$ cat config.mk
export PLATFORM = sky130hd
export DESIGN_NAME = uart_tx_feeder
export DESIGN_NICKNAME = d
export VERILOG_FILES = /design/src/rtl/uart_pkg.sv /design/src/rtl/uart_sync_fifo.sv /design/src/rtl/uart_tx_feeder.sv
export SDC_FILE = /design/constraint.sdc
export NUM_CORES = 1
export LEC_CHECK = 0
export BUFFER_PORTS_ARGS = -buffer_cell sky130_fd_sc_hd__buf_2
export CORE_ASPECT_RATIO = 0.8
export CORE_MARGIN = 2
export CORE_UTILIZATION = 35
export CTS_CLUSTER_DIAMETER = 80
export CTS_CLUSTER_SIZE = 24
export DETAILED_ROUTE_END_ITERATION = 6
export SLEW_MARGIN = 20
export SYNTH_ARGS = -nofsm -noshare
export SYNTH_HDL_FRONTEND = slang
export SYNTH_SLANG_ARGS = --single-unit
$ cat constraint.sdc
create_clock -name clk -period 3.06 [get_ports clk]
set_input_delay 0.612 -clock clk [delete_from_list [all_inputs] [get_ports clk]]
set_output_delay 0.612 -clock clk [all_outputs]
set_load 0.01 [all_outputs]
$ cat src/rtl/uart_pkg.sv
// uart_pkg: types and constants shared by the UART TX feeder and RX side.
package uart_pkg;
    localparam int UART_DATA_W = 8;
    typedef enum logic [1:0] {F_IDLE, F_WAIT_BUSY, F_WAIT_DONE} feeder_state_t;
endpackage

$ cat src/rtl/uart_sync_fifo.sv
// uart_sync_fifo: single-clock show-ahead FIFO with synchronous flush and occupancy count.
module uart_sync_fifo #(
    parameter int WIDTH = 8,
    parameter int DEPTH = 16
) (
    input  logic                     clk,
    input  logic                     rst_n,
    input  logic                     wr_en,
    input  logic [WIDTH-1:0]         wr_data,
    input  logic                     rd_en,
    output logic [WIDTH-1:0]         rd_data,
    input  logic                     flush,
    output logic [$clog2(DEPTH):0]   level,
    output logic                     full,
    output logic                     empty
);
    localparam int ADDR_W = $clog2(DEPTH);
    localparam logic [ADDR_W:0] LVL_FULL = (ADDR_W+1)'(DEPTH);
    logic [WIDTH-1:0]  mem [DEPTH];
    logic [ADDR_W-1:0] wr_ptr_q, wr_ptr_d, rd_ptr_q, rd_ptr_d;
    logic [ADDR_W:0]   level_q, level_d;
    logic              wr_ok, rd_ok;
    assign full    = level_q == LVL_FULL;
    assign empty   = level_q == '0;
    assign level   = level_q;
    assign rd_data = mem[rd_ptr_q];
    // Flush wins over both ports; power-of-two depth lets pointers wrap naturally.
    always_comb begin
        wr_ok    = wr_en && !full && !flush;
        rd_ok    = rd_en && !empty && !flush;
        wr_ptr_d = flush ? '0 : wr_ptr_q + ADDR_W'(wr_ok);
        rd_ptr_d = flush ? '0 : rd_ptr_q + ADDR_W'(rd_ok);
        level_d  = flush ? '0 : level_q + (ADDR_W+1)'(wr_ok) - (ADDR_W+1)'(rd_ok);
    end
    always_ff @(posedge clk or negedge rst_n) begin
        if (!rst_n) begin
            wr_ptr_q <= '0;
            rd_ptr_q <= '0;
            level_q  <= '0;
        end else begin
            wr_ptr_q <= wr_ptr_d;
            rd_ptr_q <= rd_ptr_d;
            level_q  <= level_d;
        end
    end
    always_ff @(posedge clk) begin
        if (wr_ok) mem[wr_ptr_q] <= wr_data;
    end
endmodule

$ cat src/rtl/uart_tx_feeder.sv
// uart_tx_feeder: buffers stream bytes and launches them one at a time into the UART core TX port.
module uart_tx_feeder
    import uart_pkg::*;
#(
    parameter int DEPTH        = 16,
    parameter int BUSY_TIMEOUT = 8,
    localparam int ADDR_W      = $clog2(DEPTH)
) (
    input  logic                   clk,
    input  logic                   rst_n,
    input  logic [UART_DATA_W-1:0] s_data,
    input  logic                   s_valid,
    output logic                   s_ready,
    input  logic                   flush,
    input  logic                   tx_hold,
    output logic [UART_DATA_W-1:0] tx_data,
    output logic                   tx_en,
    input  logic                   tx_busy,
    output logic [ADDR_W:0]        fifo_level,
    output logic                   byte_sent,
    output logic                   busy_timeout
);
    localparam int CNT_W = $clog2(BUSY_TIMEOUT) + 1;
    localparam logic [CNT_W-1:0] CNT_LAST = CNT_W'(BUSY_TIMEOUT - 1);
    feeder_state_t          state_q, state_d;
    logic [CNT_W-1:0]       cnt_q, cnt_d;
    logic [UART_DATA_W-1:0] tx_data_q, tx_data_d, head;
    logic                   tx_en_q, tx_en_d, byte_sent_q, byte_sent_d;
    logic                   busy_timeout_q, busy_timeout_d;
    logic                   launch, timed_out, full, empty;
    uart_sync_fifo #(.WIDTH(UART_DATA_W), .DEPTH(DEPTH)) u_fifo (
        .clk     (clk),
        .rst_n   (rst_n),
        .wr_en   (s_valid && s_ready),
        .wr_data (s_data),
        .rd_en   (launch),
        .rd_data (head),
        .flush   (flush),
        .level   (fifo_level),
        .full    (full),
        .empty   (empty)
    );
    assign s_ready      = !full && !flush;
    assign launch       = state_q == F_IDLE && !empty && !tx_busy && !tx_hold && !flush;
    assign timed_out    = state_q == F_WAIT_BUSY && !tx_busy && cnt_q == CNT_LAST;
    assign tx_en        = tx_en_q;
    assign tx_data      = tx_data_q;
    assign byte_sent    = byte_sent_q;
    assign busy_timeout = busy_timeout_q;
    always_ff @(posedge clk or negedge rst_n) begin
        if (!rst_n) begin
            state_q        <= F_IDLE;
            cnt_q          <= '0;
            tx_en_q        <= 1'b0;
            tx_data_q      <= '0;
            byte_sent_q    <= 1'b0;
            busy_timeout_q <= 1'b0;
        end else begin
            state_q        <= state_d;
            cnt_q          <= cnt_d;
            tx_en_q        <= tx_en_d;
            tx_data_q      <= tx_data_d;
            byte_sent_q    <= byte_sent_d;
            busy_timeout_q <= busy_timeout_d;
        end
    end
    always_comb begin
        state_d = state_q;
        case (state_q)
            F_IDLE:      state_d = launch ? F_WAIT_BUSY : F_IDLE;
            F_WAIT_BUSY: state_d = tx_busy ? F_WAIT_DONE : (timed_out ? F_IDLE : F_WAIT_BUSY);
            F_WAIT_DONE: state_d = tx_busy ? F_WAIT_DONE : F_IDLE;
            default:     state_d = F_IDLE;
        endcase
    end
    // A timed-out launch drops its byte; the error flag stays until reset.
    always_comb begin
        tx_en_d        = launch;
        tx_data_d      = launch ? head : tx_data_q;
        byte_sent_d    = state_q == F_WAIT_DONE && !tx_busy;
        busy_timeout_d = busy_timeout_q || timed_out;
        cnt_d          = (state_q == F_WAIT_BUSY && !tx_busy) ? cnt_q + CNT_W'(1) : '0;
    end
endmodule
# ---- Word-level counts from Yosys, hierarchy flattened
# Memory sizes are Yosys's and may differ from the RTL's. A register that Yosys moved wholly into a read port is not among the register bits.
# Index checks and enable logic that the tools add are counted.
dict set report classes {
  eq_ne 4
  add_sub_neg 5
  mux 11
  reduce_logical 22
}
# op count
set op_table {}
lappend op_table {{1-bit logical AND} 13}
lappend op_table {{4-bit two-way mux} 3}
lappend op_table {{4-bit by 1-bit adder with 4-bit output} 2}
lappend op_table {{1-bit logical NOT} 6}
lappend op_table {{2-bit case mux with 3 select lines} 1}
lappend op_table {{5-bit by 1-bit adder with 5-bit output} 1}
lappend op_table {{5-bit equality test, second input constant} 1}
lappend op_table {{5-bit logical NOT} 1}
lappend op_table {{5-bit two-way mux} 1}
lappend op_table {{5-bit by 1-bit subtractor with 5-bit output} 1}
lappend op_table {{4-bit by 1-bit adder with 4-bit output, second input constant} 1}
lappend op_table {{4-bit by 3-bit equality test with 1-bit output, second input constant} 1}
lappend op_table {{1-bit two-way mux} 4}
lappend op_table {{2-bit two-way mux} 2}
lappend op_table {{2-bit by 1-bit equality test with 1-bit output, second input constant} 1}
lappend op_table {{2-bit equality test, second input constant} 1}
lappend op_table {{2-bit logical NOT} 1}
lappend op_table {{1-bit logical OR} 1}
dict set report word_totals {
  mem_count 1
  in_bits 14
  out_inout_bits 17
  regBits 22
  wordCells 51
  mem_bits_rw 128
}
# memory depth word_bits rd rd_ports_with_merged_regs write_ports line_no
set memory_table {}
lappend memory_table {u_fifo.mem 16 8 1 1 1 uart_sync_fifo.sv:19} ;# logic [WIDTH-1:0] mem [DEPTH];

# ---- Logic depth before layout (Yosys ltp)
dict set report depth {
  depth_word 10
  ltp_mapped 15
  depth_no_buf 14
}

# ---- Hierarchy
# From an unflattened synthesis, not the netlist that was laid out.
dict set report unflattened {
  hier_cells 337
  hier_area_um2 6428.7
}
# module instances area_per_inst_um2 cells_per_inst seq_area_each_um2
set modules_own_cells {}
lappend modules_own_cells {uart_sync_fifo 1 5724.2 290 4169.0}
lappend modules_own_cells {uart_tx_feeder 1 704.4 47 425.4}

# ---- Worst setup path after synthesis
# No wires, ideal clock.
dict set report synth_timing {
  path_type {register to register}
  startpoint {register u_fifo.level_q[3], in the netlist u_fifo.level[3]}
  endpoint {register u_fifo.level_q[4], in the netlist u_fifo.level[4]}
  setup_time_ps 135
  path_buffers 1
  path_stages_with_launch 16
  t_required_ps 2925
  synth_period_minus_slack_ps 2951
  setup_slack_ps 109
  arrival_ps 2816
  cell_sequence {dfrtp_1 > inv_1 > ha_1 > or4b_1 > nand3_2 > buf_2 > inv_1 > ha_1 > inv_1 > ha_1 > inv_1 > fa_1 > nor2b_1 > o21bai_1 > a21oi_1 > nor3b_1}
}
dict set report synth_via {
  elab_chain_len 10
  elab_cells_between_ends 17
  cone_classes {add/sub: 2; eq/ne: 1; mux: 1; reduce/logical: 13}
}
# element line_no
set synth_lines {}
lappend synth_lines {{start: declaration} uart_sync_fifo.sv:21} ;# logic [ADDR_W:0] level_q, level_d;
lappend synth_lines {{start signal: assignment} uart_sync_fifo.sv:43} ;# level_q <= level_d;
lappend synth_lines {{branches (longest 8 deep; another with 5-bit by 1-bit adder with 5-bit output)} --}
lappend synth_lines {{5-bit by 1-bit subtractor with 5-bit output (*)} uart_sync_fifo.sv:33} ;# level_d = flush ? '0 : level_q + (ADDR_W+1)'(wr_ok) - (ADDR_W+1)'(rd_ok);
lappend synth_lines {{5-bit two-way mux (*)} uart_sync_fifo.sv:33}
lappend synth_lines {{via u_fifo.level_d[4]} uart_sync_fifo.sv:21}
# Mark *: on every way through the listed nets, which the timed path passes.

# ---- Worst setup path in the final report
# Ends and elaborated chain as after synthesis.

==> flow_summary.ini <==
[drt]
dr.pass1.iters = 4
dr_total_vias = 3109
wl_mm = 11.7
ant_nets = 0
drtIter0Drc = 254
wl_per_cell_um = 18.5
drc = 0
via_per_inst = 4.93

[clocking]
cts.repair.resized = 0
cts_tree = yes
insertion_delay_ns = 0.41
cts_buffers = 17
cts.path.max_buffers = 2
postCtsSetupRepairBufs = 0
clk_pin_slew_ns = 0.06
cts_hold_buf = 0
clock_sinks = 158
htreeDepth = 4
root_buffer = clkbuf_16

[synth]
synth-seq-cells = 158
syn_inst = 336
syn_area_um2 = 6340
avgSynthCellArea_um2 = 18.9
synth_edf_count = 128
synth_ff_type = edfxtp_1
ys_types = 40
yosysSeqAreaShare_pct = 72.5
synth_nets = 362
yosys_warnings = 0
synthArstFlopShare_pct = 19.0

[die]
core_area_um2 = 17500
rows = 43
start_util_pct = 36.2
die_area_um2 = 19200
die_h_um = 124
die_w_um = 154
io_pins = 31

[power_and_ir_drop]
power_density_nw_per_um2 = 724
max-vdd-ir-drop_v = 0.000399
p_leak_nw = 2.67

[global_routing]
antenna_found_initial = 0
grt_usage_pct = 13.0
grt_pass1_vias = 3217
grt-ovfl-total = 0
grt_max_degree = 35
grt_pass1_wl_mm = 18.5

[run]
drv_cap = 0

[final_layout]
antenna_cells = 0
area_growth_pct = 17.5
nNetsFinal = 418
fill_cells = 1546
drive_gt1_share_pct = 29.1

[timing]
slew_violations = 0
fin_ws_ns = 0.279
fin_tns_setup_ns = 0
fin_crit_sh_pct = 90.9
fin_worst_skew_ns = 0.00768
setup_viol = 0
fmax_mhz = 360
tightest_slew_ns = 0.663
finalHoldViolCount = 0
slew-limit-headroom_pct = 55.8
rsz0062_at_grt = no
layout_min_cycle_time_ns = 2.78

[place]
pre_cts_ws_ns = 0.299
hpwl_mm = 7.79
gp_congestion = 0.705
port_buffers = 30

[setup_path]
critPathKind = flip-flop to flip-flop
critPathRequiredTime_ns = 3.36
cp_max_fo = 3
start_kind = flip-flop
endpoint_kind = flip-flop
crit_arrival_ns = 3.08

[status]
status = completed

[worst_hold_path]
hold_class = input port to asynchronous set/reset pin
stage by stage:
step / std cells / utilization [%] / hold WS (ns) / total power [mW] / cell area [um^2]
after global placement: 598 / 38.9 / 0.444 / 3.25 / 6830
after global routing: 630 / 42.5 / 0.280 / 5.63 / 7450
after CTS: 630 / 42.5 / 0.254 / 5.45 / 7450
after detailed placement: 598 / 38.9 / 0.460 / 3.27 / 6830
after floorplan: 336 / - / 0.316 / 3.05 / 6340
final: 630 / 42.5 / 0.226 / 5.40 / 7450
synthesized netlist by cell type, types with 2 or more instances:
master    number  area share, %
nor3b_1        2           0.24
buf_4          2           0.24
nand2_1        3           0.18
mux4_2        30             11
a21o_1         9            1.1
xnor2_1        4           0.55
nor2_1        24            1.4
buf_1          2           0.12
xor2_1         5           0.69
inv_1         11           0.65
nor3_1         5           0.39
nand3_1        5           0.39
a21oi_1        2           0.16
nand3b_1       2           0.24
mux4_1         2           0.83
edfxtp_1     128             61
nand2b_1       3           0.30
ha_1          11            2.2
dfrtp_1       30             12
nor2b_1        7           0.69
buf_12         3           0.95
mux2i_1        8            1.3
clkbuf_1       4           0.24
buf_2          4           0.32
o22ai_1        8           0.79
a211oi_1       8           0.95
state kept, by name, indices dropped and copies added (netlist names):
register	cells
cnt_q	4
byte_sent	1
u_fifo.wr_ptr_q	4
tx_en	1
u_fifo.level	5
u_fifo.mem	128
tx_data	8
u_fifo.rd_ptr_q	4
busy_timeout	1
state_q	2
layout by cell type (no fill, tap or decap), types with 5 or more instances in the layout:
master     Yosys  final
buf_4          2     22
mux2i_1        8      8
edfxtp_1     128    128
buf_2          4     30
inv_1         11     11
a21o_1         9      9
clkbuf_16      0     17
xor2_1         5      5
nor3_1         5      5
mux4_2        30     30
dfrtp_1       30     29
nor2_1        24     24
nand3_1        5      5
a211oi_1       8      8
ha_1          11     11
o22ai_1        8      8
nor2b_1        7      7
worst max-delay path, cell delays in order (launching register included):
cell and delay [ns]:
dfrtp_1 0.40, inv_1 0.08, ha_1 0.19, or4b_1 0.47, nand3_2 0.08, inv_1 0.06
ha_1 0.26, inv_1 0.05, ha_1 0.16, inv_1 0.06, fa_1 0.37, nor2b_1 0.17
o21bai_1 0.10, a21oi_1 0.15, nor3b_1 0.06
power breakdown:
part	internal, mW	switching, mW	leakage, nW	total [mW]
registers	2.44	0.0901	1.55	2.53
clock network	1.36	0.818	0.296	2.18
logic	0.335	0.345	0.826	0.680
cell families (layout without fill, tap and decap cells):
family / count (synthesis) / after routing / synth area share (%)
simple gates: 58 / 58 / 4.76
buf+inv: 27 / 96 / 2.68
mux: 40 / 40 / 12.7
fa+ha+maj: 12 / 12 / 2.49
xor+xnor: 9 / 9 / 1.24
flops: 158 / 158 / 72.5
compound gates: 32 / 32 / 3.63
path summary, 6_finish.rpt:
check                                 from                 end  slack (ns)  depth (start not counted)
min reg2reg                   busy_timeout        busy_timeout        0.47                          1
max reg2reg                u_fifo.level[3]     u_fifo.level[4]        0.28                         14
min                                  rst_n     u_fifo.level[2]        0.23                          1
max in group asynchronous            rst_n  u_fifo.rd_ptr_q[0]        2.36                          1
max                        u_fifo.level[3]     u_fifo.level[4]        0.28                         14
min in group clk                   tx_busy           byte_sent        0.38                          2
metal layers:
metal	share of wire, %	up-vias	routed length, um	track usage [%]
met2	47	59	5450	19.9
met5	0	-	0	0
li1	-	1436	-	-
met1	48	1603	5640	18.5
met4	1.1	0	134	3.92
met3	3.7	11	433	3.41
area by class of cell:
cell class	instances	area, um^2	area share (%)
clock buffers	17	425	5.71
well taps	225	282	3.78
clock inverters	15	195	2.62
flip-flops and latches	158	4600	61.7
multi-input cells	151	1580	21.2
inverters	11	41.3	0.554
repair buffers	53	335	4.50
Note: power is estimated with default switching activity, not from simulation.
